$ cat src/rtl/hf_pkg.sv
`default_nettype none
// ============================================================================
//  hf_pkg
//  Shared types and constants for the history-file writeback path.
//  Revision: 1.0
// ============================================================================
package hf_pkg;

    localparam int XLEN_DEF = 32;
    localparam logic [XLEN_DEF-1:0] EXC_NONE = '0;

    // Field slots of a writeback record; bit offset of a field is slot*XLEN
    localparam int HF_FLD_PC   = 0;
    localparam int HF_FLD_EXC  = 1;
    localparam int HF_FLD_MISS = 2;
    localparam int HF_NUM_FLD  = 3;

    typedef enum logic [1:0] {
        ST_RUN   = 2'd0,
        ST_BLOCK = 2'd1,
        ST_FLUSH = 2'd2
    } hf_state_e;

    function automatic int unsigned rr_wrap_inc(input int unsigned idx,
                                                input int unsigned n);
        return (idx + 1 >= n) ? 0 : idx + 1;
    endfunction

endpackage
`default_nettype wire

$ cat src/rtl/rr_arbiter.sv
`default_nettype none
// ============================================================================
//  rr_arbiter
//  Combinational round-robin pick: first request at or after ptr_i, wrapping.
//  Revision: 1.0
// ============================================================================
module rr_arbiter #(
    parameter  int N  = 3,
    localparam int IW = $clog2(N)
) (
    input  logic [N-1:0]  req_i,
    input  logic [IW-1:0] ptr_i,
    output logic [N-1:0]  grant_o,
    output logic [IW-1:0] idx_o,
    output logic          any_o
);

    int j;

    always_comb begin
        grant_o = '0;
        idx_o   = '0;
        any_o   = 1'b0;
        j       = 0;
        for (int k = 0; k < N; k++) begin
            j = int'(ptr_i) + k;
            if (j >= N) begin
                j = j - N;
            end
            if (!any_o && req_i[j[IW-1:0]]) begin
                any_o              = 1'b1;
                idx_o              = j[IW-1:0];
                grant_o[j[IW-1:0]] = 1'b1;
            end
        end
    end

endmodule
`default_nettype wire

$ cat src/rtl/hf_wb_arbiter.sv
`default_nettype none
// ============================================================================
//  hf_wb_arbiter
//  Round-robin writeback arbiter feeding the history file's completion port.
//  Revision: 1.0
// ============================================================================
module hf_wb_arbiter
    import hf_pkg::*;
#(
    parameter  int N_REQ = 3,
    parameter  int XLEN  = XLEN_DEF,
    localparam int IW    = $clog2(N_REQ)
) (
    input  logic                  clk_i,
    input  logic                  rsn_i,
    input  logic [N_REQ-1:0]      req_valid_i,
    output logic [N_REQ-1:0]      req_ready_o,
    input  logic [N_REQ*XLEN-1:0] req_pc_i,
    input  logic [N_REQ*XLEN-1:0] req_exc_i,
    input  logic [N_REQ*XLEN-1:0] req_miss_addr_i,
    input  logic                  hf_busy_i,
    input  logic                  kill_i,
    output logic                  wb_valid_o,
    output logic [XLEN-1:0]       wb_pc_o,
    output logic [XLEN-1:0]       wb_exc_o,
    output logic [XLEN-1:0]       wb_miss_addr_o,
    output logic [IW-1:0]         wb_src_o
);

    hf_state_e                 state_q, state_d;
    logic [IW-1:0]             rr_ptr_q, rr_ptr_d;
    logic                      wb_valid_q, wb_valid_d;
    logic [XLEN-1:0]           wb_pc_q, wb_pc_d;
    logic [XLEN-1:0]           wb_exc_q, wb_exc_d;
    logic [XLEN-1:0]           wb_miss_q, wb_miss_d;
    logic [IW-1:0]             wb_src_q, wb_src_d;

    logic [N_REQ-1:0]          arb_grant;
    logic [IW-1:0]             arb_idx;
    logic                      arb_any;
    logic                      grant_en;
    logic                      xfer;
    logic [HF_NUM_FLD*XLEN-1:0] sel_rec;

    rr_arbiter #(.N(N_REQ)) u_rr (
        .req_i   (req_valid_i),
        .ptr_i   (rr_ptr_q),
        .grant_o (arb_grant),
        .idx_o   (arb_idx),
        .any_o   (arb_any)
    );

    // Ready is held low while reset is asserted so no source sees a handshake.
    assign grant_en    = rsn_i && (state_q == ST_RUN) && !hf_busy_i && !kill_i;
    assign xfer        = grant_en && arb_any;
    assign req_ready_o = grant_en ? arb_grant : '0;

    always_comb begin
        sel_rec = '0;
        for (int i = 0; i < N_REQ; i++) begin
            if (arb_grant[i]) begin
                sel_rec[HF_FLD_PC*XLEN   +: XLEN] |= req_pc_i[i*XLEN +: XLEN];
                sel_rec[HF_FLD_EXC*XLEN  +: XLEN] |= req_exc_i[i*XLEN +: XLEN];
                sel_rec[HF_FLD_MISS*XLEN +: XLEN] |= req_miss_addr_i[i*XLEN +: XLEN];
            end
        end
    end

    always_comb begin
        rr_ptr_d   = rr_ptr_q;
        wb_valid_d = xfer;
        wb_pc_d    = wb_pc_q;
        wb_exc_d   = wb_exc_q;
        wb_miss_d  = wb_miss_q;
        wb_src_d   = wb_src_q;

        // Kill outranks busy; FLUSH and BLOCK both fall back through the same rule.
        if (kill_i) begin
            state_d = ST_FLUSH;
        end else if (hf_busy_i) begin
            state_d = ST_BLOCK;
        end else begin
            state_d = ST_RUN;
        end

        if (xfer) begin
            wb_pc_d   = sel_rec[HF_FLD_PC*XLEN   +: XLEN];
            wb_exc_d  = sel_rec[HF_FLD_EXC*XLEN  +: XLEN];
            wb_miss_d = sel_rec[HF_FLD_MISS*XLEN +: XLEN];
            wb_src_d  = arb_idx;
            rr_ptr_d  = IW'(rr_wrap_inc(32'(arb_idx), 32'(N_REQ)));
        end
    end

    always_ff @(posedge clk_i or negedge rsn_i) begin
        if (!rsn_i) begin
            state_q    <= ST_RUN;
            rr_ptr_q   <= '0;
            wb_valid_q <= 1'b0;
            wb_pc_q    <= '0;
            wb_exc_q   <= XLEN'(EXC_NONE);
            wb_miss_q  <= '0;
            wb_src_q   <= '0;
        end else begin
            state_q    <= state_d;
            rr_ptr_q   <= rr_ptr_d;
            wb_valid_q <= wb_valid_d;
            wb_pc_q    <= wb_pc_d;
            wb_exc_q   <= wb_exc_d;
            wb_miss_q  <= wb_miss_d;
            wb_src_q   <= wb_src_d;
        end
    end

    assign wb_valid_o     = wb_valid_q;
    assign wb_pc_o        = wb_pc_q;
    assign wb_exc_o       = wb_exc_q;
    assign wb_miss_addr_o = wb_miss_q;
    assign wb_src_o       = wb_src_q;

endmodule
`default_nettype wire

$ cat config.mk
export PLATFORM = sky130hd
export DESIGN_NAME = hf_wb_arbiter
export DESIGN_NICKNAME = d
export VERILOG_FILES = /design/src/rtl/hf_pkg.sv /design/src/rtl/rr_arbiter.sv /design/src/rtl/hf_wb_arbiter.sv
export SDC_FILE = /design/constraint.sdc
export NUM_CORES = 1
export LEC_CHECK = 0
export ABC_CLOCK_PERIOD_IN_PS = 2800
export CORE_AREA = 2 2 156 158
export DETAILED_ROUTE_END_ITERATION = 10
export DIE_AREA = 0 0 158 160
export PLACE_DENSITY = 0.67
export SETUP_SLACK_MARGIN = 0.15
export SLEW_MARGIN = 20
export SYNTH_ARGS = -nofsm -noshare
export SYNTH_HDL_FRONTEND = slang
export SYNTH_HIERARCHICAL = 1
export SYNTH_SLANG_ARGS = --single-unit
$ cat constraint.sdc
create_clock -name clk_i -period 2.8 [get_ports clk_i]
set_clock_uncertainty 0.05 [all_clocks]
set_input_delay 0.28 -clock clk_i [delete_from_list [all_inputs] [get_ports clk_i]]
set_output_delay 0.28 -clock clk_i [all_outputs]
set_load 0.02 [all_outputs]
==> results of run 1 <==
sequential cells by signal (all words and copies together) (netlist names):
| register | count |
|---|---|
| rr_ptr_q | 2 |
| wb_src_o | 2 |
| wb_exc_o | 32 |
| state_q | 2 |
| wb_valid_o | 1 |
| wb_miss_addr_o | 32 |
| wb_pc_o | 32 |
logic make-up after synthesis:
| family | after synthesis | synth area share |
|---|---|---|
| AOI/OAI and AO/OA | 302 | 0.3874 |
| and+or+nand+nor | 23 | 0.02962 |
| DFF | 103 | 0.4960 |
| buffers and inverters | 69 | 0.05923 |
| adders and majority gates | 4 | 0.009632 |
| muxes | 8 | 0.01806 |
path summary, 6_finish.rpt:
path	end	slack, ps	cells past startpoint
worst max-delay path	wb_exc_o[27]	190	8
worst min-delay path	wb_miss_addr_o[21]	8	2
worst min register to register	wb_src_o[0]	470	1
worst max register to register	wb_exc_o[27]	190	8
min in group clk_i	wb_src_o[0]	470	1
max in group asynchronous	rr_ptr_q[1]	1470	3
layout make-up:
type,instances,share of cell area
Multi-Input combinational cell,337,0.2444
Clock buffer,11,0.02459
Sequential cell,103,0.2613
Clock inverter,4,0.003169
Tap cell,324,0.04108
Timing Repair Buffer,418,0.4242
Inverter,3,0.001268
cell usage after synthesis, drive strengths merged:
cell and instances:
nor2b 5, clkbuf 45, mux2i 3, o22ai 1
nand2b 1, dfrtp 103, nor4b 1, and2 3
nand3b 4, nand4bb 1, a21oi 196, a32o 1
o21ai 4, ha 4, a222oi 96, o22a 1
mux2 5, inv 3, a31o 1, nor2 4
o2111ai 1, nand2 3, buf 21, o21a 1
or3 1
power by group through the flow:
stage	Combinational (uW)	Sequential [uW]	Clock (uW)
3_5_place_dp	6810	2650	0
4_1_cts	6940	2660	1280
3_3_place_gp	6790	2660	0
6_report	7000	2650	1210
2_1_floorplan	2940	3530	0
5_1_grt	7510	2760	1330
metrics by stage:
step                worst slack [ps]  std cells    util  hold WS (ps)
finish                         194.8       1200  0.4143         8.174
global route                   73.72       1200  0.4143         55.79
CTS                            153.4       1196  0.4110         53.44
detailed placement             26.95       1178  0.3965         430.9
global placement               82.46       1178  0.3965         433.2
floorplan                      179.9        509       -        -65.59
per-layer routing:
metal  global-route usage  vias to the layer above
li1                     -                     2820
met2               0.3101                      348
met1               0.2016                     2968
met5                    0                        -
met3              0.04830                       20
met4              0.03808                        0
what timing repair did:
item / CTS / global route
pin swaps: 1 / 6
hold buffers: 0 / 0
endpoints found under the setup margin: 69 / 78
setup buffers: 3 / 4
gates resized for setup: 18 / 20
==> flow_metrics.env, run 1 <==
export IMPL_slowest_stage="a222oi_1"
export IMPL_fill_cells=2376
export IMPL_slew_viol_final=0
export IMPL_cp_cell_sequence="inv_2 -> ha_4 -> mux2i_4 -> o21a_1 -> mux2_4 -> buf_8 -> a222oi_1 -> a21oi_1"
export IMPL_wl_met1_microns=8990
export IMPL_p_seq_frac=0.244
export IMPL_synth_cells=509
export IMPL_layout_nets=1171
export IMPL_hold_viol=0
export IMPL_clk_insertion_delay_late_ps=350
export IMPL_cts_tree="yes"
export IMPL_viasPerCell=5.130
export IMPL_multi_input_area_sq_um=2412
export IMPL_gp_congestion=0.8027
export IMPL_dieArea_sq_um=25280
export IMPL_wl_met3_microns=2245
export IMPL_power_frac_comb=0.644
export IMPL_highest_layer="met4"
export IMPL_area_growth_pct=89.94
export IMPL_critPathKind="reg -> reg"
export IMPL_peakVddDrop_mv=0.4799
export IMPL_grt_overflow_total=0
export IMPL_drc=0
export IMPL_worst_pin_slew_ps=787.5
export IMPL_clock_path_buffers=2
export IMPL_io_buffers=396
export IMPL_place_area_sq_um=9444
export IMPL_critPathMaxStageDelay_ps=470
export IMPL_drv_cap=0
export IMPL_clk_root_buffer_cell="clkbuf_16"
export IMPL_ys_ff_latch=103
export IMPL_ys_seq_area_frac=0.4960
export IMPL_clk_pin_slew_worst_paths_ps=70
export IMPL_timing_final_crit_share=0.9304
export IMPL_die_y_microns=160
export IMPL_synth_top_area_frac=0.4960
export IMPL_status="completed"
export IMPL_regToRegStartpoint="rr_ptr_q[1]"
export IMPL_power_density_nw_per_um2=1101
export IMPL_drtAntennaViolNets=0
export IMPL_dp_hpwl_microns=16570
export IMPL_final_cell_area_sq_um=9869
export IMPL_first_iter_violations=510
export IMPL_critPathLaunch="rr_ptr_q[1]"
export IMPL_grt_max_degree=98
export IMPL_cp_required_ps=2960
export IMPL_leakagePower_uw=0.003688
export IMPL_dr_pass1_iters=6
export IMPL_h_tree_depth=3
export IMPL_final_common_cell="clkdlybuf4s50_1"
export IMPL_vias=6156
export IMPL_grt_antenna_before_repair=0
export IMPL_pin_count=397
export IMPL_synth_fp_nets=808
export IMPL_cts_buffers=9
export IMPL_worstPathArrival_ps=2770
export IMPL_switchingPower_uw=4810
export IMPL_p_int_uw=6053
export IMPL_clock_power_share=0.112
export IMPL_start_util=0.2181
export IMPL_drt_wirelength_per_cell_microns=19.34
export IMPL_netlist_top_cells_area="dfrtp_1 50%, a21oi_1 19%, a222oi_1 18%, clkbuf_1 3.3%, buf_2 1.4%"
export IMPL_avgSynthCellArea_sq_um=10.21
export IMPL_antennaDiodeCount=0
export IMPL_period_minus_slack_ps=2605
export IMPL_ys_types=31
export IMPL_cts_sinks=103
export IMPL_cp_start_kind="flop"
export IMPL_swShare=0.4428
export IMPL_seq_area_sq_um=2579
export IMPL_cp_top_family="compound AO/OA/AOI/OAI gates"
export IMPL_grt_pass1_wl_microns=33880
export IMPL_grt_use_total=0.1722
export IMPL_hp_class="in -> async"
export IMPL_crit_fanout=34
export IMPL_relSlewSlack=0.4750
export IMPL_die_w_microns=158
export IMPL_yosys_warnings=6
export IMPL_yosysTopAreaCell="dfrtp_1"
export IMPL_netlist_area_sq_um=5196
export IMPL_drive_above_1_share=0.07306
export IMPL_rows=57
export IMPL_path_buf_inv=2
export IMPL_setup_violations=0
export IMPL_setup_worst_path_end_class="flop"
export IMPL_grt_pass1_vias=6130
export IMPL_wl_met2_microns=11630
export IMPL_setup_tns_ps=0
export IMPL_rsz0062_at_grt="yes"
export IMPL_timing_fmax_ghz=0.3839
export IMPL_final_cell_mix="392 x clkdlybuf4s50_1, 193 x a21oi_1, 102 x dfrtp_1"
export IMPL_power_uw=10860
export IMPL_drt_total_wl_microns=23200
export IMPL_core_region_area_sq_um=23820
Note: power is estimated with default switching activity, not from simulation.
==> run 2, diff against run 1 <==
--- a/config.mk
+++ b/config.mk
@@ -5,11 +5,13 @@
 export SDC_FILE = /design/constraint.sdc
 export NUM_CORES = 1
 export LEC_CHECK = 0
+export ABC_AREA = 1
 export ABC_CLOCK_PERIOD_IN_PS = 2800
-export CORE_AREA = 2 2 156 158
+export CAP_MARGIN = 20
+export CORE_AREA = 2 2 153 155
 export DETAILED_ROUTE_END_ITERATION = 10
-export DIE_AREA = 0 0 158 160
-export PLACE_DENSITY = 0.67
+export DIE_AREA = 0 0 155 157
+export PLACE_DENSITY = 0.73
 export SETUP_SLACK_MARGIN = 0.15
 export SLEW_MARGIN = 20
 export SYNTH_ARGS = -nofsm -noshare
==> run 2 against run 1 <==
  * Non-clock buffer count decreased by 11
  * Die area decreased by 3.7%
  * Flip-flop and latch count unchanged
  * Routed wire length increased by 3.8%
  * Core utilization increased by 6.0 points
  * Synthesized cell count increased by 84%
  * Cell area increased by 8.1%
  * Largest cell class unchanged
  * Highest routed layer unchanged
==> flow_metrics.env, run 2 <==
export IMPL_status="completed"
export IMPL_dp_hpwl_microns=17760
export IMPL_timing_final_crit_share=0.8964
export IMPL_place_area_sq_um=10350
export IMPL_antennaDiodeCount=0
export IMPL_clk_root_buffer_cell="clkbuf_16"
export IMPL_drive_above_1_share=0.04012
export IMPL_grt_pass1_wl_microns=36080
export IMPL_clk_pin_slew_worst_paths_ps=70
export IMPL_synth_cells=939
export IMPL_gp_congestion=0.8833
export IMPL_h_tree_depth=3
export IMPL_synth_top_area_frac=0.4195
export IMPL_clock_path_buffers=2
export IMPL_p_seq_frac=0.219
export IMPL_yosysTopAreaCell="dfrtp_1"
export IMPL_core_region_area_sq_um=22500
export IMPL_multi_input_area_sq_um=3217
export IMPL_switchingPower_uw=5757
export IMPL_slew_viol_final=0
export IMPL_worstPathArrival_ps=2740
export IMPL_final_cell_area_sq_um=10670
export IMPL_grt_antenna_before_repair=0
export IMPL_final_cell_mix="512 x nand2_1, 392 x clkdlybuf4s50_1, 203 x nand3_1"
export IMPL_dr_pass1_iters=4
export IMPL_synth_xor_area_frac=0
export IMPL_fill_cells=2248
export IMPL_grt_max_degree=97
export IMPL_grt_overflow_total=0
export IMPL_wl_met1_microns=9499
export IMPL_cp_required_ps=3030
export IMPL_ys_dominant_reg_cell="dfrtp_1"
export IMPL_io_buffers=396
export IMPL_cts_hold_buf=0
export IMPL_first_iter_violations=393
export IMPL_layout_nets=1591
export IMPL_setup_tns_ps=0
export IMPL_highest_layer="met4"
export IMPL_grt_use_total=0.1873
export IMPL_ys_types=20
export IMPL_synth_top_family_by_area="simple AND/OR/NAND/NOR gates"
export IMPL_clock_power_share=0.110
export IMPL_cp_start_kind="flop"
export IMPL_yosys_warnings=6
export IMPL_critPathKind="reg -> reg"
export IMPL_synth_edf_count=0
export IMPL_worst_pin_slew_ps=716.0
export IMPL_power_frac_comb=0.672
export IMPL_synth_mux_area_fraction=0
export IMPL_synth_fp_nets=1238
export IMPL_setup_violations=0
export IMPL_ys_ff_latch=103
export IMPL_vias=7391
export IMPL_swShare=0.4904
export IMPL_pin_count=397
export IMPL_synthSimpleGateAreaFrac=0.5007
export IMPL_wl_met3_microns=1992
export IMPL_synth_fa_ha_area_frac=0.008145
export IMPL_wl_met2_microns=11670
export IMPL_die_w_microns=155
export IMPL_drt_total_wl_microns=24080
export IMPL_hold_viol=0
export IMPL_clk_insertion_delay_late_ps=340
export IMPL_drc=0
export IMPL_timing_fmax_ghz=0.3984
export IMPL_avgSynthCellArea_sq_um=6.544
export IMPL_drtAntennaViolNets=0
export IMPL_drt_wirelength_per_cell_microns=15.23
export IMPL_peakVddDrop_mv=1.026
export IMPL_p_int_uw=5984
export IMPL_final_common_cell="nand2_1"
export IMPL_leakagePower_uw=0.004998
export IMPL_ys_seq_area_frac=0.4195
export IMPL_power_density_nw_per_um2=1100
export IMPL_dieArea_sq_um=24340
export IMPL_synth_compound_area_frac=0.005091
export IMPL_grt_pass1_vias=7054
export IMPL_rsz0062_at_grt="no"
export IMPL_setup_worst_path_end_class="flop"
export IMPL_hp_class="in -> async"
export IMPL_die_y_microns=157
export IMPL_netlist_top_cells_area="dfrtp_1 42%, nand2_1 31%, nand3_1 17%, buf_2 2.7%, clkbuf_1 1.6%"
export IMPL_cts_tree="yes"
export IMPL_rows=55
export IMPL_drv_cap=0
export IMPL_seq_area_sq_um=2579
export IMPL_cts_buffers=9
export IMPL_synth_most_common_cell="nand2_1"
export IMPL_netlist_area_sq_um=6145
export IMPL_synth_async_sr_flop_share=1.000
export IMPL_viasPerCell=4.675
export IMPL_start_util=0.2731
export IMPL_crit_fanout=96
export IMPL_area_growth_pct=73.69
export IMPL_synth_common_cells="515 x nand2_1, 203 x nand3_1, 103 x dfrtp_1"
export IMPL_relSlewSlack=0.5226
export IMPL_period_minus_slack_ps=2510
export IMPL_cts_sinks=103
run 2: cell types whose count changed after synthesis, moves of 18 or more:
cell / delta
nand2_1: +512
nand3_1: +203
a21oi_1: -196
a222oi_1: -96
inv_1: +19
buf_2: +18
clkbuf_1: -18
run 2: per-stage QoR:
step           hold slack [ps]  power [uW]  setup slack, ps    util  instances
2_1_floorplan           -65.59        7214            320.5       -        939
3_3_place_gp             408.1       10360            198.7  0.4598       1565
3_5_place_dp             413.7       10450            93.41  0.4598       1565
4_1_cts                  56.26       11860            157.5  0.4740       1580
5_1_grt                  87.99       12680            101.5  0.4743       1581
6_report                 24.56       11740            290.2  0.4743       1581
run 2: routing by layer:
layer  vias up  global-route usage
met5         -                   0
met4         0             0.08995
met3        47             0.05121
met2       327              0.3319
met1      3344              0.2084
li1       3673                   -
run 2: cells by family (layout without fill, tap and decap cells):
logic type | after synthesis | in the layout
buf+inv | 90 | 447
compound gates | 3 | 3
flops | 103 | 103
simple gates | 739 | 739
fa+ha+maj | 4 | 4
run 2: repair_timing:
item	in CTS	in global routing
resized for setup	13	8
endpoints found under the setup margin	3	11
buffers inserted	0	1
gates cloned	0	0
run 2: critical path, stage by stage (launching register included):
cell	delay, ps
dfrtp_1	380
inv_1	110
ha_4	330
inv_2	80
nand2_1	80
nand3_1	70
nand2_1	60
nand2_1	80
inv_2	70
nand3_1	140
nand2_4	130
buf_12	300
nand2_1	130
nand3_1	110
nand3_1	90
nand2_1	90
run 2: power groups by stage:
stage	registers (uW)	logic, uW	clock network [uW]
global route	2660	8620	1400
finish	2570	7890	1290
floorplan	3390	3820	0
CTS	2580	7930	1350
detailed placement	2590	7870	0
global placement	2570	7790	0
run 2: path summary, 6_finish.rpt:
path | startpoint | endpoint | slack (ps) | cells after the start
min in group clk_i | wb_pc_o[2] | wb_pc_o[2] | 430 | 2
hold / removal | rsn_i | wb_exc_o[28] | 20 | 2
max in group asynchronous | rsn_i | rr_ptr_q[1] | 2140 | 2
setup / recovery | rr_ptr_q[0] | wb_pc_o[16] | 290 | 15
setup reg to reg | rr_ptr_q[0] | wb_pc_o[16] | 290 | 15
hold reg to reg | wb_pc_o[2] | wb_pc_o[2] | 430 | 2
run 2: layout make-up:
class,count,area share
Clock buffer,10,0.02239
Timing Repair Buffer,407,0.3869
Multi-Input combinational cell,746,0.3014
Clock inverter,5,0.005510
Sequential cell,103,0.2416
Tap cell,285,0.03341
Inverter,25,0.008793
